--- src/rtl/register_file.sv ---
// ----------------------------------------------------------------------------
// register_file
//   Three-port register file: two combinational read ports and one
//   synchronous write port. Register r0 is hardwired to zero.
//
//   There is no handshake on any port. A write is accepted on every rising
//   clk edge where rst_n=1, we3=1 and a3!=0. Reads never stall.
//
//   Optional feature (compile-time macro REGFILE_BYPASS_EN):
//     When defined, a read whose address matches an active write returns
//     wd3 in the same cycle (write-through forwarding), independently per
//     port. When undefined, reads return stored contents only.
//
//   Parameters
//     DATA_WIDTH  register and data-port width (default 32)
//     ADDR_WIDTH  address width; 2**ADDR_WIDTH registers (default 5)
//
//   Ports
//     clk    in   sole clock, rising edge
//     rst_n  in   synchronous active-low reset; clears every register
//     we3    in   write enable for write port 3
//     a1     in   read port 1 address
//     a2     in   read port 2 address
//     a3     in   write port address
//     wd3    in   write data
//     rd1    out  read data for a1
//     rd2    out  read data for a2
// ----------------------------------------------------------------------------
module register_file #(
  parameter int DATA_WIDTH = 32,
  parameter int ADDR_WIDTH = 5
) (
  input  logic                  clk,
  input  logic                  rst_n,
  input  logic                  we3,
  input  logic [ADDR_WIDTH-1:0] a1,
  input  logic [ADDR_WIDTH-1:0] a2,
  input  logic [ADDR_WIDTH-1:0] a3,
  input  logic [DATA_WIDTH-1:0] wd3,
  output logic [DATA_WIDTH-1:0] rd1,
  output logic [DATA_WIDTH-1:0] rd2
);

  localparam int NREGS = 2 ** ADDR_WIDTH;

  logic [DATA_WIDTH-1:0] regs [NREGS];

  // Qualified write strobe; writes to r0 are dropped here so r0 storage
  // never leaves its reset value.
  logic wr_en;
  assign wr_en = rst_n && we3 && (a3 != '0);

  // Reset has priority over a simultaneous write.
  always_ff @(posedge clk) begin
    if (!rst_n) begin
      for (int i = 0; i < NREGS; i++) begin
        regs[i] <= '0;
      end
    end else if (wr_en) begin
      regs[a3] <= wd3;
    end
  end

  // r0 is muxed to zero explicitly so it reads 0 even before the first
  // reset edge.
  always_comb begin
    rd1 = '0;
    rd2 = '0;
    if (a1 != '0) begin
      rd1 = regs[a1];
`ifdef REGFILE_BYPASS_EN
      if (wr_en && (a1 == a3)) begin
        rd1 = wd3;
      end
`endif
    end
    if (a2 != '0) begin
      rd2 = regs[a2];
`ifdef REGFILE_BYPASS_EN
      if (wr_en && (a2 == a3)) begin
        rd2 = wd3;
      end
`endif
    end
  end

endmodule

--- config.mk ---
export PLATFORM = sky130hd
export DESIGN_NAME = register_file
export DESIGN_NICKNAME = d
export VERILOG_FILES = /design/src/rtl/register_file.sv
export SDC_FILE = /design/constraint.sdc
export NUM_CORES = 2
export LEC_CHECK = 0
export BUFFER_PORTS_ARGS = -buffer_cell sky130_fd_sc_hd__buf_2
export CAP_MARGIN = 0
export CORE_MARGIN = 4
export CORE_UTILIZATION = 59
export CTS_CLUSTER_DIAMETER = 120
export DETAILED_ROUTE_END_ITERATION = 10
export GPL_ROUTABILITY_DRIVEN = 0
export PLACE_DENSITY_LB_ADDON = 0.15
export SYNTH_ARGS = -nofsm -noshare
export SYNTH_HDL_FRONTEND = slang
export SYNTH_SLANG_ARGS = --single-unit
--- constraint.sdc ---
create_clock -name clk -period 4.7 [get_ports clk]
set_input_delay 0.47 -clock clk [delete_from_list [all_inputs] [get_ports clk]]
set_output_delay 0.47 -clock clk [all_outputs]
set_load 0.02 [all_outputs]
==> results.yml <==
setup_path:
  cp_data_required_time_ns: 4.23
  startpoint_type: "input port"
  crit_path_frequent_cell: "buf_4"
  cp_max_fo: 22
  crit_chain: "buf_4, or3b_2, buf_4, o22ai_1, a2111oi_0, nor3_1, buf_2"
  slowest_stage: "a2111oi_0"
  critical-path-max-stage-delay_ns: 1.10
  path_class: "input port to primary output"
  cp_data_arrival_time_ns: 3.77
  cp-end-kind: "primary output"
finish:
  drive_gt1_share_pct: 27.71
  final_area_um2: 60010
  fill_cells: 6229
  layout.cells.most_common: "edfxtp_1"
  largest_reg_flops: 1024
  largest-register: "regs"
  nets: 3590
  reg_top3: "regs: 1024 flops"
  most-common-layout-cells: "edfxtp_1 (1,024), and2_1 (994), mux4_2 (472)"
  synthToLayoutAreaGrowth_pct: 10.67
global_route:
  grt_max_degree: 114
  grt_antenna_before_repair: 10
  grt_pass1_wl_um: 251500
  grt.total_usage_pct: 36.16
  gr-total-overflow: 0
  grt_pass1_vias: 36410
sta:
  finalCriticalPeriod_ns: 4.243
  setup_slack_ns: 0.4572
  grt_setup_unrepaired: "no"
  fin_crit_sh_pct: 90.27
  maxSlewViolCount: 0
  tns_ns: 0
  hold_viol: 0
  fmax_mhz: 235.7
  slew_headroom_pct: 12.79
  finalSetupViolCount: 0
  worst_slew_pin_slew_ns: 1.275
clock_tree:
  cts.sinks: 1024
  post_cts_buffers: 0
  cts_max_path_buffers: 3
  hold_buffers: 0
  htreeDepth: 3
  cts.clk_slew.worst_paths_ns: 0.06
  cts_tree: "yes"
  post_cts_resized: 0
  cts_buffers: 106
  cts_root_buffer: "clkbuf_16"
floorplan:
  start_util_pct: 59.87
  die_w_um: 311.2
  core-area_um2: 90560
  dieHeight_um: 311.2
  num_rows: 110
  die_area_um2: 96810
  pin_count: 114
synth:
  synth_edf_count: 1024
  yosysUniqueCellTypes: 44
  async_flop_share_pct: 0
  syn_avg_cell_area_um2: 15.46
  ys_ff_latch: 1024
  synthDominantCellAreaShare_pct: 56.71
  synth.area.top_cells: "edfxtp_1 (57%), mux4_2 (20%), and2_1 (11%)"
  yosys.area.top_type: "edfxtp_1"
  seq_area_frac_synth_pct: 56.71
  synthCells: 3507
  synthFlopType: "edfxtp_1"
  synth.cell_area_um2: 54220
  yosys_warnings: 0
drt:
  vias: 35030
  drt-pass1-iter-count: 6
  finalWirelength_um: 175500
  drc: 0
  drtIter0Drc: 5726
  wl_per_cell_um: 36.50
  vias_per_cell: 7.287
  final_antenna_net_count: 0
placement:
  place_ws_ns: 0.9061
  dpl_cell_area_um2: 56600
  dp_hpwl_um: 106200
  port_buffers: 113
job:
  cap_violations: 0
pwr:
  leakage_nw: 20.73
  power.density_nw_per_um2: 366.3
  power_w: 0.02198
  irDropWorstVdd_mv: 0.3325
outcome:
  status: "finished clean"
min_path:
  hold_class: "input port to flip-flop"
## where the power goes
group	internal, W	total (W)	switching (W)
Combinational	0.00112	0.00273	0.00161
Sequential	0.0106	0.0108	0.000288
Clock	0.00484	0.00840	0.00356
## worst paths after layout
path	start	endpoint	slack, ns	depth (start not counted)
max	a1[1]	rd1[8]	0.46	7
min	wd3[13]	regs[13][13]	0.40	2
## area by class of cell
| type | instances | area (µm²) | share of cell area, % |
|---|---|---|---|
| clock inverter | 61 | 604.3 | 1.007 |
| tap | 1176 | 1471 | 2.452 |
| multi-input combinational | 2122 | 22220 | 37.03 |
| inverter | 3 | 11.26 | 0.01876 |
| timing repair buffer | 283 | 2150 | 3.582 |
| sequential | 1024 | 30750 | 51.24 |
| clock buffer | 130 | 2785 | 4.641 |
| antenna | 8 | 20.02 | 0.03336 |
## through the flow
stage	utilization (%)	hold slack, ns	cells
after floorplan	-	0.6682	3538
after global placement	62.50	1.083	4608
after detailed placement	62.50	1.098	4608
after CTS	66.24	0.3709	4799
after global routing	66.24	0.4052	4799
final	66.26	0.4005	4807
## routing by layer
layer	vias to the layer above	part of all wire (%)	global-route usage, %
met5	-	0.022	0
met4	6	5.9	18.71
met3	543	13	9.251
met2	2956	48	57.15
met1	17850	34	46.90
li1	13680	-	-
## cell families (layout without fill, tap and decap cells)
kind of cell | Yosys count | after routing | synth area share (%)
buffers and inverters | 392 | 477 | 3.392
and+or+nand+nor | 1148 | 1148 | 12.98
muxes | 652 | 652 | 23.00
AOI/OAI and AO/OA | 290 | 290 | 3.918
other | 1 | 40 | 0.006916
DFF | 1024 | 1024 | 56.71
## cells in the mapped netlist (all sizes together) (3+ instances only)
master	instances
nor3	54
nand2	9
nor2b	14
mux2i	150
or3	3
a32o	4
mux2	30
nand2b	5
a22o	51
buf	119
mux4	472
edfxtp	1024
a2111oi	55
o21ai	35
and3	3
or3b	3
clkbuf	270
inv	3
a211oi	7
nand3b	5
nor4	6
nand3	5
nor2	37
and2	995
a22oi	16
a221oi	4
o22ai	103
nor4b	3
a21oi	12
## worst max-delay path, delay by kind of cell
| family | cells | cell delay, ns |
|---|---|---|
| compound gates | 2 | 1.21 |
| buf+inv | 3 | 1.02 |
| simple gates | 2 | 1.03 |
(Power assumes the default switching activity.)
